===== config.mk =====
export PLATFORM = sky130hd
export DESIGN_NAME = cache_ctrl
export DESIGN_NICKNAME = d
export VERILOG_FILES = /design/src/rtl/cache_ctrl.sv
export SDC_FILE = /design/constraint.sdc
export NUM_CORES = 1
export LEC_CHECK = 0
export ABC_AREA = 1
export BUFFER_PORTS_ARGS = -buffer_cell sky130_fd_sc_hd__buf_2
export CAP_MARGIN = 20
export CORE_MARGIN = 1
export CORE_UTILIZATION = 50
export DETAILED_ROUTE_END_ITERATION = 6
export MAX_ROUTING_LAYER = met4
export PLACE_DENSITY_LB_ADDON = 0.3
export SLEW_MARGIN = 20
export SYNTH_ARGS = -nofsm -noshare
export SYNTH_HDL_FRONTEND = slang
export SYNTH_SLANG_ARGS = --single-unit

===== constraint.sdc =====
create_clock -name clk -period 4.35 [get_ports clk]
set_input_delay 0.435 -clock clk [delete_from_list [all_inputs] [get_ports clk]]
set_output_delay 0.435 -clock clk [all_outputs]
set_load 0.03 [all_outputs]

===== src/rtl/cache_ctrl.sv =====
// Direct-mapped, write-through, no-write-allocate cache controller.
// Each line holds a valid bit, a tag and four data bytes. A read miss
// fetches the whole 4-byte line from memory. A write always goes through
// to memory, and it updates the cached byte only when the write hits.
// Optional build macro: CACHE_STATS_EN adds saturating read hit/miss counters.
module cache_ctrl #(
    parameter int NUM_LINES = 8
) (
    input  logic        clk,
    input  logic        rst,
    input  logic        cpu_req,
    input  logic        cpu_we,
    input  logic [9:0]  cpu_addr,
    input  logic [7:0]  cpu_wdata,
    output logic [7:0]  cpu_rdata,
    output logic        cpu_ready,
    output logic        cache_read_req_to_mem,
    output logic        cache_write_req_to_mem,
    output logic [9:0]  AddressBus,
    output logic [7:0]  dInputBus,
    input  logic [31:0] dOutputBus,
    input  logic        memoryRR,
`ifdef CACHE_STATS_EN
    output logic [15:0] hit_count,
    output logic [15:0] miss_count,
`endif
    input  logic        memoryWR
);

    localparam int IDX_W = $clog2(NUM_LINES);
    localparam int TAG_W = 8 - IDX_W;

    typedef enum logic [2:0] {IDLE, CHECK, RD_MISS, WR_MEM, RESP} state_t;

    state_t state_reg, state_next;

    logic             req_we_reg;
    logic [9:0]       req_addr_reg;
    logic [7:0]       req_wdata_reg;

    logic [NUM_LINES-1:0] valid_reg;
    logic [TAG_W-1:0]     tag_mem  [NUM_LINES];
    logic [31:0]          data_mem [NUM_LINES];

    logic [IDX_W-1:0] req_idx;
    logic [TAG_W-1:0] req_tag;
    logic [4:0]       byte_sh;
    logic             hit;
    logic             fill_done;

    assign req_idx = req_addr_reg[IDX_W+1:2];
    assign req_tag = req_addr_reg[9:IDX_W+2];
    // Byte at offset 0 sits in the top byte lane, so the shift is 8*(3-offset).
    assign byte_sh = {~req_addr_reg[1:0], 3'b000};
    assign hit     = valid_reg[req_idx] && (tag_mem[req_idx] == req_tag);
    assign fill_done = (state_reg == RD_MISS) && memoryRR;

    // State register
    always_ff @(posedge clk) begin
        if (rst) state_reg <= IDLE;
        else     state_reg <= state_next;
    end

    // Capture the CPU request when it is accepted in IDLE
    always_ff @(posedge clk) begin
        if (state_reg == IDLE && cpu_req) begin
            req_we_reg    <= cpu_we;
            req_addr_reg  <= cpu_addr;
            req_wdata_reg <= cpu_wdata;
        end
    end

    // Valid bits: cleared by reset, set only when a fill completes
    always_ff @(posedge clk) begin
        if (rst)            valid_reg <= '0;
        else if (fill_done) valid_reg[req_idx] <= 1'b1;
    end

    // Tag/data storage: line fill on read miss, byte update on write hit
    always_ff @(posedge clk) begin
        if (fill_done) begin
            data_mem[req_idx] <= dOutputBus;
            tag_mem[req_idx]  <= req_tag;
        end else if (state_reg == CHECK && req_we_reg && hit) begin
            data_mem[req_idx][byte_sh +: 8] <= req_wdata_reg;
        end
    end

    // Read data register: loaded on read hit or fill completion, held otherwise
    always_ff @(posedge clk) begin
        if (rst) begin
            cpu_rdata <= 8'h00;
        end else if (state_reg == CHECK && !req_we_reg && hit) begin
            cpu_rdata <= data_mem[req_idx][byte_sh +: 8];
        end else if (fill_done) begin
            cpu_rdata <= dOutputBus[byte_sh +: 8];
        end
    end

`ifdef CACHE_STATS_EN
    // Read hit/miss counters, counted once as the read leaves CHECK
    always_ff @(posedge clk) begin
        if (rst) begin
            hit_count  <= 16'h0000;
            miss_count <= 16'h0000;
        end else if (state_reg == CHECK && !req_we_reg) begin
            if (hit) begin
                if (hit_count != 16'hFFFF) hit_count <= hit_count + 16'd1;
            end else if (!memoryRR) begin
                if (miss_count != 16'hFFFF) miss_count <= miss_count + 16'd1;
            end
        end
    end
`endif

    // Next-state and output decode; memory buses are zero outside a request
    always_comb begin
        state_next             = state_reg;
        cpu_ready              = 1'b0;
        cache_read_req_to_mem  = 1'b0;
        cache_write_req_to_mem = 1'b0;
        AddressBus             = 10'h000;
        dInputBus              = 8'h00;
        case (state_reg)
            IDLE: begin
                if (cpu_req) state_next = CHECK;
            end
            CHECK: begin
                if (req_we_reg) begin
                    if (!memoryWR) state_next = WR_MEM;
                end else if (hit) begin
                    state_next = RESP;
                end else if (!memoryRR) begin
                    state_next = RD_MISS;
                end
            end
            RD_MISS: begin
                cache_read_req_to_mem = 1'b1;
                AddressBus            = {req_addr_reg[9:2], 2'b00};
                if (memoryRR) state_next = RESP;
            end
            WR_MEM: begin
                cache_write_req_to_mem = 1'b1;
                AddressBus             = req_addr_reg;
                dInputBus              = req_wdata_reg;
                if (memoryWR) state_next = RESP;
            end
            RESP: begin
                cpu_ready  = 1'b1;
                state_next = IDLE;
            end
            default: state_next = IDLE;
        endcase
    end

endmodule

==> impl_metrics.env, run 1 <==
export IMPL_crit_required_ps=4490
export IMPL_synth_async_reset_ratio=0
export IMPL_wl_per_cell_um=20.5
export IMPL_ys_seq_area_frac=0.659
export IMPL_dp_cells=1877
export IMPL_drcViolationCount=0
export IMPL_worstHoldPathCells=1
export IMPL_yosys_area_top_type="edfxtp_1"
export IMPL_wirelength_met1_mm=16.2
export IMPL_status="complete, no violations"
export IMPL_wl_met2_mm=18.6
export IMPL_setup_viol_count_final=0
export IMPL_syn_area_um2=15000
export IMPL_p_leak_nw=6.65
export IMPL_synth_cell_type_count=32
export IMPL_fin_area_um2=16800
export IMPL_yosysWarnings=0
export IMPL_antenna_found_initial=0
export IMPL_cp_arrival_ps=3700
export IMPL_crit_type="reg2reg"
export IMPL_syn_inst=1469
export IMPL_die_h_um=175
export IMPL_portBuffers=84
export IMPL_period_share=0.820
export IMPL_vias_per_cell=5.69
export IMPL_post_cts_buffers=0
export IMPL_start_kind="flop"
export IMPL_wl_met3_mm=3.35
export IMPL_utilization=0.569
export IMPL_tightest_slew_ps=1000
export IMPL_rsz0062_at_grt="no"
export IMPL_synth_edf_count=315
export IMPL_fillers=2464
export IMPL_insertion_delay_ps=510
export IMPL_power_mw=9.77
export IMPL_grt_pass1_wl_mm=60.0
export IMPL_yosysMostFrequentCell="nand2_1"
export IMPL_syn_area_per_cell_um2=10.2
export IMPL_dp_hpwl_mm=25.9
export IMPL_holdCritPathClass="in2reg"
export IMPL_placed_cell_area_um2=15700
export IMPL_multi_input_area_um2=4150
export IMPL_rows=63
export IMPL_seq_area_um2=9910
export IMPL_cp_max_fo=99
export IMPL_clock_sinks=337
export IMPL_final_cell_count_no_fill=1937
export IMPL_ant_nets=0
export IMPL_clk_pin_slew_worst_paths_ps=60
export IMPL_maxSlewViolCount=0
export IMPL_root_buffer="clkbuf_16"
export IMPL_wirelength_mm=39.8
export IMPL_fin_crit_ps=3570
export IMPL_max_vdd_ir_drop_v=0.000388
export IMPL_ioPinCount=85
export IMPL_drt_pre_antenna_iters=5
export IMPL_placeableCoreArea_um2=29600
export IMPL_powerDensity_nw_per_um2=581
export IMPL_fmax_mhz=280
export IMPL_ys_flop_type="edfxtp_1"
export IMPL_synth_fp_nets=1530
export IMPL_die_area_um2=30700
export IMPL_post_synth_main_area_contributors="edfxtp_1, nand2_1, nand3_1, inv_1, dfxtp_1"
export IMPL_synthToLayoutAreaGrowth_pct=12.0
export IMPL_gp_congestion=0.964
export IMPL_critPathCaptureType="flop"
export IMPL_vias=11000
export IMPL_slew_headroom=0.326
export IMPL_initial_core_util=0.508
export IMPL_largest_reg_flops=256
export IMPL_holdBufCountCts=0
export IMPL_grt_start_max_net_pins=106
export IMPL_grt_pass1_vias=10400
export IMPL_htreeDepth=2
export IMPL_die_w_um=175
export IMPL_numCtsBuffers=35
export IMPL_routed_top_layer="met4"
export IMPL_tritoncts="built"
export IMPL_grt_usage=0.270
export IMPL_hold_violations=0
export IMPL_synth_top_area_frac=0.630
export IMPL_nets=1585
export IMPL_final_setup_skew_ps=17.0
export IMPL_reg2reg_depth=15
export IMPL_overflow=0
export IMPL_clockBufferDepth=3
export IMPL_drive_above_1_share=0.115
export IMPL_ctsResizeCount=0
export IMPL_drtIter0Drc=1286
export IMPL_maxCapViolCount=0
export IMPL_n_antenna_cell=0
export IMPL_synthTopCellsByCount="nand2_1, edfxtp_1, nand3_1"
export IMPL_finalSetupTns_ps=0
export IMPL_synth_seq_cells=337
==> logic make-up (layout without fill, tap and decap cells) <==
family | count (synthesis) | count (layout) | share of synthesized area
AO/OA/AOI/OAI | 192 | 192 | 0.0682
AND/OR/NAND/NOR | 702 | 702 | 0.203
adder cells (fa/ha/maj) | 5 | 5 | 0.00417
flip-flops | 337 | 337 | 0.659
buffers and inverters | 233 | 311 | 0.0649
==> layout make-up <==
class                      count  share of cell area
clock inverter                10             0.00870
clock buffer                  50              0.0597
tap                          390              0.0290
sequential                   337               0.589
inverter                     148              0.0334
timing repair buffer         103              0.0335
multi-input combinational    899               0.247
==> power breakdown <==
part	internal, mW	switching (mW)	total, mW	leakage, nW
registers	3.71	0.124	3.84	3.02
clock network	1.84	1.17	3.01	0.562
logic	0.746	2.18	2.93	3.07
==> cell usage in the layout, fill, tap and decap left out, drive strengths merged <==
master,netlist,layout
clkbuf,37,50
nand4,32,32
inv,147,147
ha,5,5
nand3,212,212
dfxtp,22,22
o22ai,1,1
a211oi,2,2
o211ai,1,1
edfxtp,315,315
a22o,6,6
nor2,114,114
nand2,335,335
o31ai,1,1
o41ai,2,2
o21ai,99,99
a21oi,78,78
bufinv,0,4
a31oi,2,2
nor3,9,9
buf,48,103
clkinv,1,7
==> routing by layer <==
metal	vias up	GRT usage
met4	0	0.112
li1	5158	-
met1	5205	0.356
met3	110	0.0429
met5	-	-
met2	550	0.418
==> worst paths after layout <==
| kind | startpoint | endpoint | slack (ps) |
|---|---|---|---|
| max | flop | data_mem[3][23]$_DFFE_PP_ | 780 |
| min reg2reg | valid_reg[3]$_SDFFE_PP0P_ | valid_reg[3]$_SDFFE_PP0P_ | 470 |
| max reg2reg | flop | data_mem[3][23]$_DFFE_PP_ | 780 |
| min | cpu_addr[6] | req_addr_reg[6]$_DFFE_PP_ | 100 |
==> metrics by stage <==
| step | worst slack [ps] | hold WS [ps] |
|---|---|---|
| final | 782 | 100 |
| after global routing | 476 | 88.0 |
| after CTS | 760 | 87.5 |
| after detailed placement | 785 | 460 |
| after global placement | 893 | 453 |
| after floorplan | 1890 | 441 |
==> worst max-delay path: stages, from the launching register on <==
cell	delay [ps]
dfxtp_4	440
inv_6	570
nand2_1	100
nand2_1	90
nand2_1	60
nand3_1	140
nand3_1	80
nand2_1	90
nand2_2	90
nor2_8	120
nand2_2	70
nor2_4	180
nand2_1	270
nand2_1	130
inv_1	140
nor2_1	600
Power figures use the tool's default switching activity.
==> run 2: changes to the inputs <==
==> constraint.sdc (replaced) <==
create_clock -name clk -period 3.6 [get_ports clk]
set_input_delay 0.36 -clock clk [delete_from_list [all_inputs] [get_ports clk]]
set_output_delay 0.36 -clock clk [all_outputs]
set_load 0.03 [all_outputs]
==> run 2 against run 1 <==
Net effect: clock skew shrank 1.6 ps; die area is the same; sequential power grew 21%; register-to-register slack lost 310 ps; sequential share of layout area shrank 0.49 points; non-clock buffer count grew 28; power grew 19%; global-route usage shrank 0.10 points; clock power grew 15%; critical endpoint is now data_mem[7][22]$_DFFE_PP_; count of clock-buffer cells in the layout shrank 4; maximum frequency grew 14%.
==> impl_metrics.env, run 2 (same netlist as run 1, synthesis figures left out) <==
export IMPL_grt_start_max_net_pins=90
export IMPL_fin_area_um2=17000
export IMPL_wirelength_mm=39.7
export IMPL_placed_cell_area_um2=15900
export IMPL_status="complete, no violations"
export IMPL_drt_pre_antenna_iters=6
export IMPL_insertion_delay_ps=520
export IMPL_crit_buf_inv=3
export IMPL_gp_congestion=0.974
export IMPL_crit_required_ps=3740
export IMPL_root_buffer="clkbuf_16"
export IMPL_clockBufferDepth=3
export IMPL_critPathCaptureType="flop"
export IMPL_setup_viol_count_final=0
export IMPL_max_vdd_ir_drop_v=0.000546
export IMPL_hold_violations=0
export IMPL_placeableCoreArea_um2=29600
export IMPL_n_antenna_cell=0
export IMPL_drive_above_1_share=0.129
export IMPL_maxSlewViolCount=0
export IMPL_final_setup_skew_ps=15.4
export IMPL_drtIter0Drc=1082
export IMPL_p_leak_nw=6.76
export IMPL_synthToLayoutAreaGrowth_pct=12.9
export IMPL_fin_crit_ps=3120
export IMPL_dp_hpwl_mm=26.7
export IMPL_crit_chain="clkinv_2 -> nor2_1 -> o21ai_0 -> nand2_1 -> nand2_1 -> nand2_1 -> nor2_2 -> nand2_2 -> nor2_8 -> nand2_2 -> nor2_4 -> nand2_1 -> buf_4 -> nand2_1 -> inv_1 -> nor2_1"
export IMPL_crit_type="reg2reg"
export IMPL_overflow=0
export IMPL_maxCapViolCount=0
export IMPL_htreeDepth=2
export IMPL_die_h_um=175
export IMPL_slew_headroom=0.383
export IMPL_die_area_um2=30700
export IMPL_post_cts_buffers=0
export IMPL_initial_core_util=0.508
export IMPL_holdBufCountCts=0
export IMPL_holdCritPathClass="in2reg"
export IMPL_wl_per_cell_um=20.2
export IMPL_portBuffers=84
export IMPL_clk_pin_slew_worst_paths_ps=60
export IMPL_ant_nets=0
export IMPL_vias=11000
export IMPL_cp_max_fo=11
export IMPL_start_kind="flop"
export IMPL_tightest_slew_ps=916
export IMPL_critical_path_max_stage_delay_ps=560
export IMPL_powerDensity_nw_per_um2=684
export IMPL_cpMostUsedCell="nand2_1"
export IMPL_largest_reg_flops=256
export IMPL_slowest_stage="nor2_1"
export IMPL_antenna_found_initial=0
export IMPL_finalSetupTns_ps=0
export IMPL_grt_pass1_wl_mm=59.9
export IMPL_cp_top_family="simple AND/OR/NAND/NOR gates"
export IMPL_cp_arrival_ps=3270
export IMPL_vias_per_cell=5.62
export IMPL_tritoncts="built"
export IMPL_fmax_mhz=320
export IMPL_numCtsBuffers=35
export IMPL_rows=63
export IMPL_mostFrequentLayoutCell="nand2_1"
export IMPL_rsz0062_at_grt="no"
export IMPL_period_share=0.868
export IMPL_die_w_um=175
export IMPL_clock_sinks=337
export IMPL_drcViolationCount=0
export IMPL_ctsResizeCount=0
export IMPL_grt_usage=0.269
export IMPL_ioPinCount=85
export IMPL_grt_pass1_vias=10200
export IMPL_final_cell_mix="nand2_1, edfxtp_1, nand3_1"
export IMPL_nets=1613
-- run 2: changes by cell type in the layout (fill, tap and decap cells not counted) --
| cell | change |
|---|---|
| clkbuf_8 | -3 |
| clkinvlp_4 | +2 |
| clkbuf_1 | -1 |
| bufinv_16 | -2 |
| buf_4 | +28 |
| clkinv_2 | +1 |
| clkinv_1 | +4 |
-- run 2: layer usage --
metal  routed length [um]  GRT usage  up-vias
met5                    0          -        -
met4                 1230     0.0935        0
met3                 2970     0.0370       78
met2                18800      0.417      495
met1                16700      0.366     5274
li1                     -          -     5200
-- run 2: power by group --
group	leakage (nW)	total, mW	switching, mW	internal [mW]
Clock	0.522	3.45	1.43	2.02
Sequential	3.02	4.66	0.177	4.48
Combinational	3.22	3.48	2.55	0.931
Total	6.76	11.6	4.16	7.43
-- run 2: metrics by stage --
step / power [mW] / utilization / hold WS, ps / setup slack (ps) / std cells
2_1_floorplan: 7.14 / - / 441 / 1140 / 1469
3_3_place_gp: 8.14 / 0.537 / 460 / 620 / 1905
3_5_place_dp: 8.17 / 0.537 / 460 / 545 / 1905
4_1_cts: 11.6 / 0.574 / 5.98 / 533 / 1966
5_1_grt: 12.1 / 0.574 / 7.71 / 222 / 1966
6_report: 11.6 / 0.574 / 19.0 / 475 / 1966
-- run 2: final timing paths --
path,startpoint,end,slack (ps),cells past startpoint
min,cpu_we,req_we_reg$_DFFE_PP_,20,1
max,req_addr_reg[2]$_DFFE_PP_,data_mem[7][22]$_DFFE_PP_,480,16
max reg2reg,req_addr_reg[2]$_DFFE_PP_,data_mem[7][22]$_DFFE_PP_,480,16
min reg2reg,valid_reg[1]$_SDFFE_PP0P_,valid_reg[1]$_SDFFE_PP0P_,480,2
-- run 2: cell type report --
cell class | count | area, um^2
Sequential cell | 337 | 9910
Fill cell | 2500 | 12600
Multi-Input combinational cell | 899 | 4150
Clock inverter | 15 | 121
Inverter | 148 | 562
Tap cell | 390 | 488
Timing Repair Buffer | 131 | 773
Clock buffer | 46 | 960
==> run 3: changes to the inputs <==
--- a/config.mk
+++ b/config.mk
@@ -9,7 +9,7 @@
 export BUFFER_PORTS_ARGS = -buffer_cell sky130_fd_sc_hd__buf_2
 export CAP_MARGIN = 20
 export CORE_MARGIN = 1
-export CORE_UTILIZATION = 50
+export CORE_UTILIZATION = 25
 export DETAILED_ROUTE_END_ITERATION = 6
 export MAX_ROUTING_LAYER = met4
 export PLACE_DENSITY_LB_ADDON = 0.3
==> run 3 against run 2 <==
Net effect: the run now ends with DRC left; maximum frequency decreased by 3.0%; die area increased by 99%; setup slack got worse by 95 ps; cell area increased by 4.2%; first-iteration DRC count decreased by 3.7%; critical endpoint is now data_mem[2][23]$_DFFE_PP_; largest cell class unchanged.
==> impl_metrics.env, run 3 (same netlist as run 1, synthesis figures left out) <==
export IMPL_start_kind="flop"
export IMPL_min_delay_start="cpu_we"
export IMPL_critPathCaptureType="flop"
export IMPL_ctsResizeCount=0
export IMPL_cp_max_fo=12
export IMPL_gp_congestion=0.948
export IMPL_slowest_stage="nor2_1"
export IMPL_post_cts_buffers=0
export IMPL_grt_usage=0.151
export IMPL_period_share=0.894
export IMPL_n_antenna_cell=0
export IMPL_ant_nets=0
export IMPL_cp_arrival_ps=3380
export IMPL_die_w_um=247
export IMPL_finalSetupTns_ps=0
export IMPL_synthToLayoutAreaGrowth_pct=17.7
export IMPL_htreeDepth=2
export IMPL_crit_buf_inv=2
export IMPL_hold_violations=0
export IMPL_reg2reg_depth=15
export IMPL_die_area_um2=61100
export IMPL_rr_startpoint="req_addr_reg[2]$_DFFE_PP_"
export IMPL_maxCapViolCount=0
export IMPL_crit_type="reg2reg"
export IMPL_tritoncts="built"
export IMPL_insertion_delay_ps=550
export IMPL_root_buffer="clkbuf_16"
export IMPL_vias_per_cell=4.66
export IMPL_clk_pin_slew_worst_paths_ps=60
export IMPL_cp_top_family="simple AND/OR/NAND/NOR gates"
export IMPL_portBuffers=84
export IMPL_drive_above_1_share=0.134
export IMPL_violations="DRC"
export IMPL_worstHoldEndpoint="req_we_reg$_DFFE_PP_"
export IMPL_drcViolationCount=2
export IMPL_drtIter0Drc=1042
export IMPL_status="finished, violations left"
export IMPL_initial_core_util=0.254
export IMPL_tightest_slew_ps=901
export IMPL_final_cell_mix="nand2_1, edfxtp_1, nand3_1"
export IMPL_powerDensity_nw_per_um2=667
export IMPL_fin_crit_ps=3220
export IMPL_utilization=0.299
export IMPL_nets=1634
export IMPL_crit_required_ps=3760
export IMPL_maxSlewViolCount=0
export IMPL_grt_start_max_net_pins=90
export IMPL_slew_headroom=0.399
export IMPL_grt_pass1_wl_mm=66.6
export IMPL_final_setup_skew_ps=29.9
export IMPL_overflow=0
export IMPL_wl_per_cell_um=18.8
export IMPL_rows=89
export IMPL_drt_pre_antenna_iters=7
export IMPL_fillers=6089
export IMPL_largest_reg_flops=256
export IMPL_clockBufferDepth=3
export IMPL_reg2reg_slack_ps=380
export IMPL_critical_path_max_stage_delay_ps=610
export IMPL_crit_chain="clkinv_2 -> nor2_1 -> o21ai_0 -> nand2_1 -> nand2_1 -> nand2_1 -> nor2_2 -> nand2_2 -> nor2_8 -> nand2_2 -> nor2_4 -> nand2_1 -> nand2_1 -> inv_1 -> nor2_1"
export IMPL_ioPinCount=85
export IMPL_die_h_um=247
export IMPL_fmax_mhz=311
export IMPL_dp_hpwl_mm=30.5
export IMPL_setup_viol_count_final=0
export IMPL_max_vdd_ir_drop_v=0.000393
export IMPL_p_leak_nw=6.87
export IMPL_wirelength_mm=44.6
export IMPL_worstHoldPathCells=1
export IMPL_r2r_end="data_mem[2][23]$_DFFE_PP_"
export IMPL_placeableCoreArea_um2=59100
export IMPL_numCtsBuffers=35
export IMPL_cpMostUsedCell="nand2_1"
export IMPL_clock_sinks=337
export IMPL_antenna_found_initial=0
export IMPL_rsz0062_at_grt="no"
export IMPL_holdCritPathClass="in2reg"
export IMPL_grt_pass1_vias=10600
export IMPL_vias=11100
export IMPL_mostFrequentLayoutCell="nand2_1"
==> run 3: power breakdown <==
group	switching, mW	total [mW]	internal (mW)
sequential	0.190	4.67	4.48
combinational	2.60	3.57	0.967
clock	1.54	3.56	2.02
==> run 3: cell type report <==
class | count | area (um^2) | area share
multi-input cells | 899 | 4150 | 0.235
flip-flops and latches | 337 | 9910 | 0.560
inverters | 148 | 562 | 0.0318
well taps | 773 | 967 | 0.0547
clock inverters | 21 | 179 | 0.0101
repair buffers | 152 | 976 | 0.0552
clock buffers | 43 | 937 | 0.0530
==> run 3: per-layer routing <==
| metal | global-route usage | wire length (um) | share of wire | up-vias |
|---|---|---|---|---|
| li1 | - | - | - | 5256 |
| met1 | 0.190 | 19400 | 0.43 | 5370 |
| met2 | 0.248 | 21800 | 0.49 | 338 |
| met3 | 0.0180 | 1890 | 0.042 | 88 |
| met4 | 0.0557 | 1510 | 0.034 | 0 |
| met5 | - | 0 | 0 | - |
==> run 3: how the worst max path moves through the flow <==
stage | from | to | slack, ps | cells after the start
global placement | req_addr_reg[2]$_DFFE_PP_ | data_mem[2][17]$_DFFE_PP_ | 510 | 15
finish | req_addr_reg[2]$_DFFE_PP_ | data_mem[2][23]$_DFFE_PP_ | 380 | 15
floorplan | req_addr_reg[2]$_DFFE_PP_ | data_mem[0][24]$_DFFE_PP_ | 1140 | 16
global route | req_addr_reg[2]$_DFFE_PP_ | data_mem[2][22]$_DFFE_PP_ | 70 | 15
CTS | req_addr_reg[2]$_DFFE_PP_ | data_mem[2][22]$_DFFE_PP_ | 410 | 15
detailed placement | req_addr_reg[2]$_DFFE_PP_ | data_mem[2][23]$_DFFE_PP_ | 440 | 15
==> run 3: through the flow <==
| stage | cells | hold WS, ps | power, mW | instance area, um^2 | setup slack (ps) |
|---|---|---|---|---|---|
| global route | 2373 | 2.99 | 12.4 | 17700 | 65.3 |
| floorplan | 1469 | 441 | 7.14 | 15000 | 1140 |
| finish | 2373 | 20.2 | 11.8 | 17700 | 380 |
| CTS | 2373 | 0.877 | 11.9 | 17700 | 407 |
| detailed placement | 2291 | 465 | 8.30 | 16400 | 440 |
| global placement | 2291 | 473 | 8.27 | 16400 | 508 |
==> run 3: timing repair <==
action                                  CTS  global route
endpoints found under the setup margin    0             0
endpoints found under the hold margin    18             0
hold buffers                             18             0
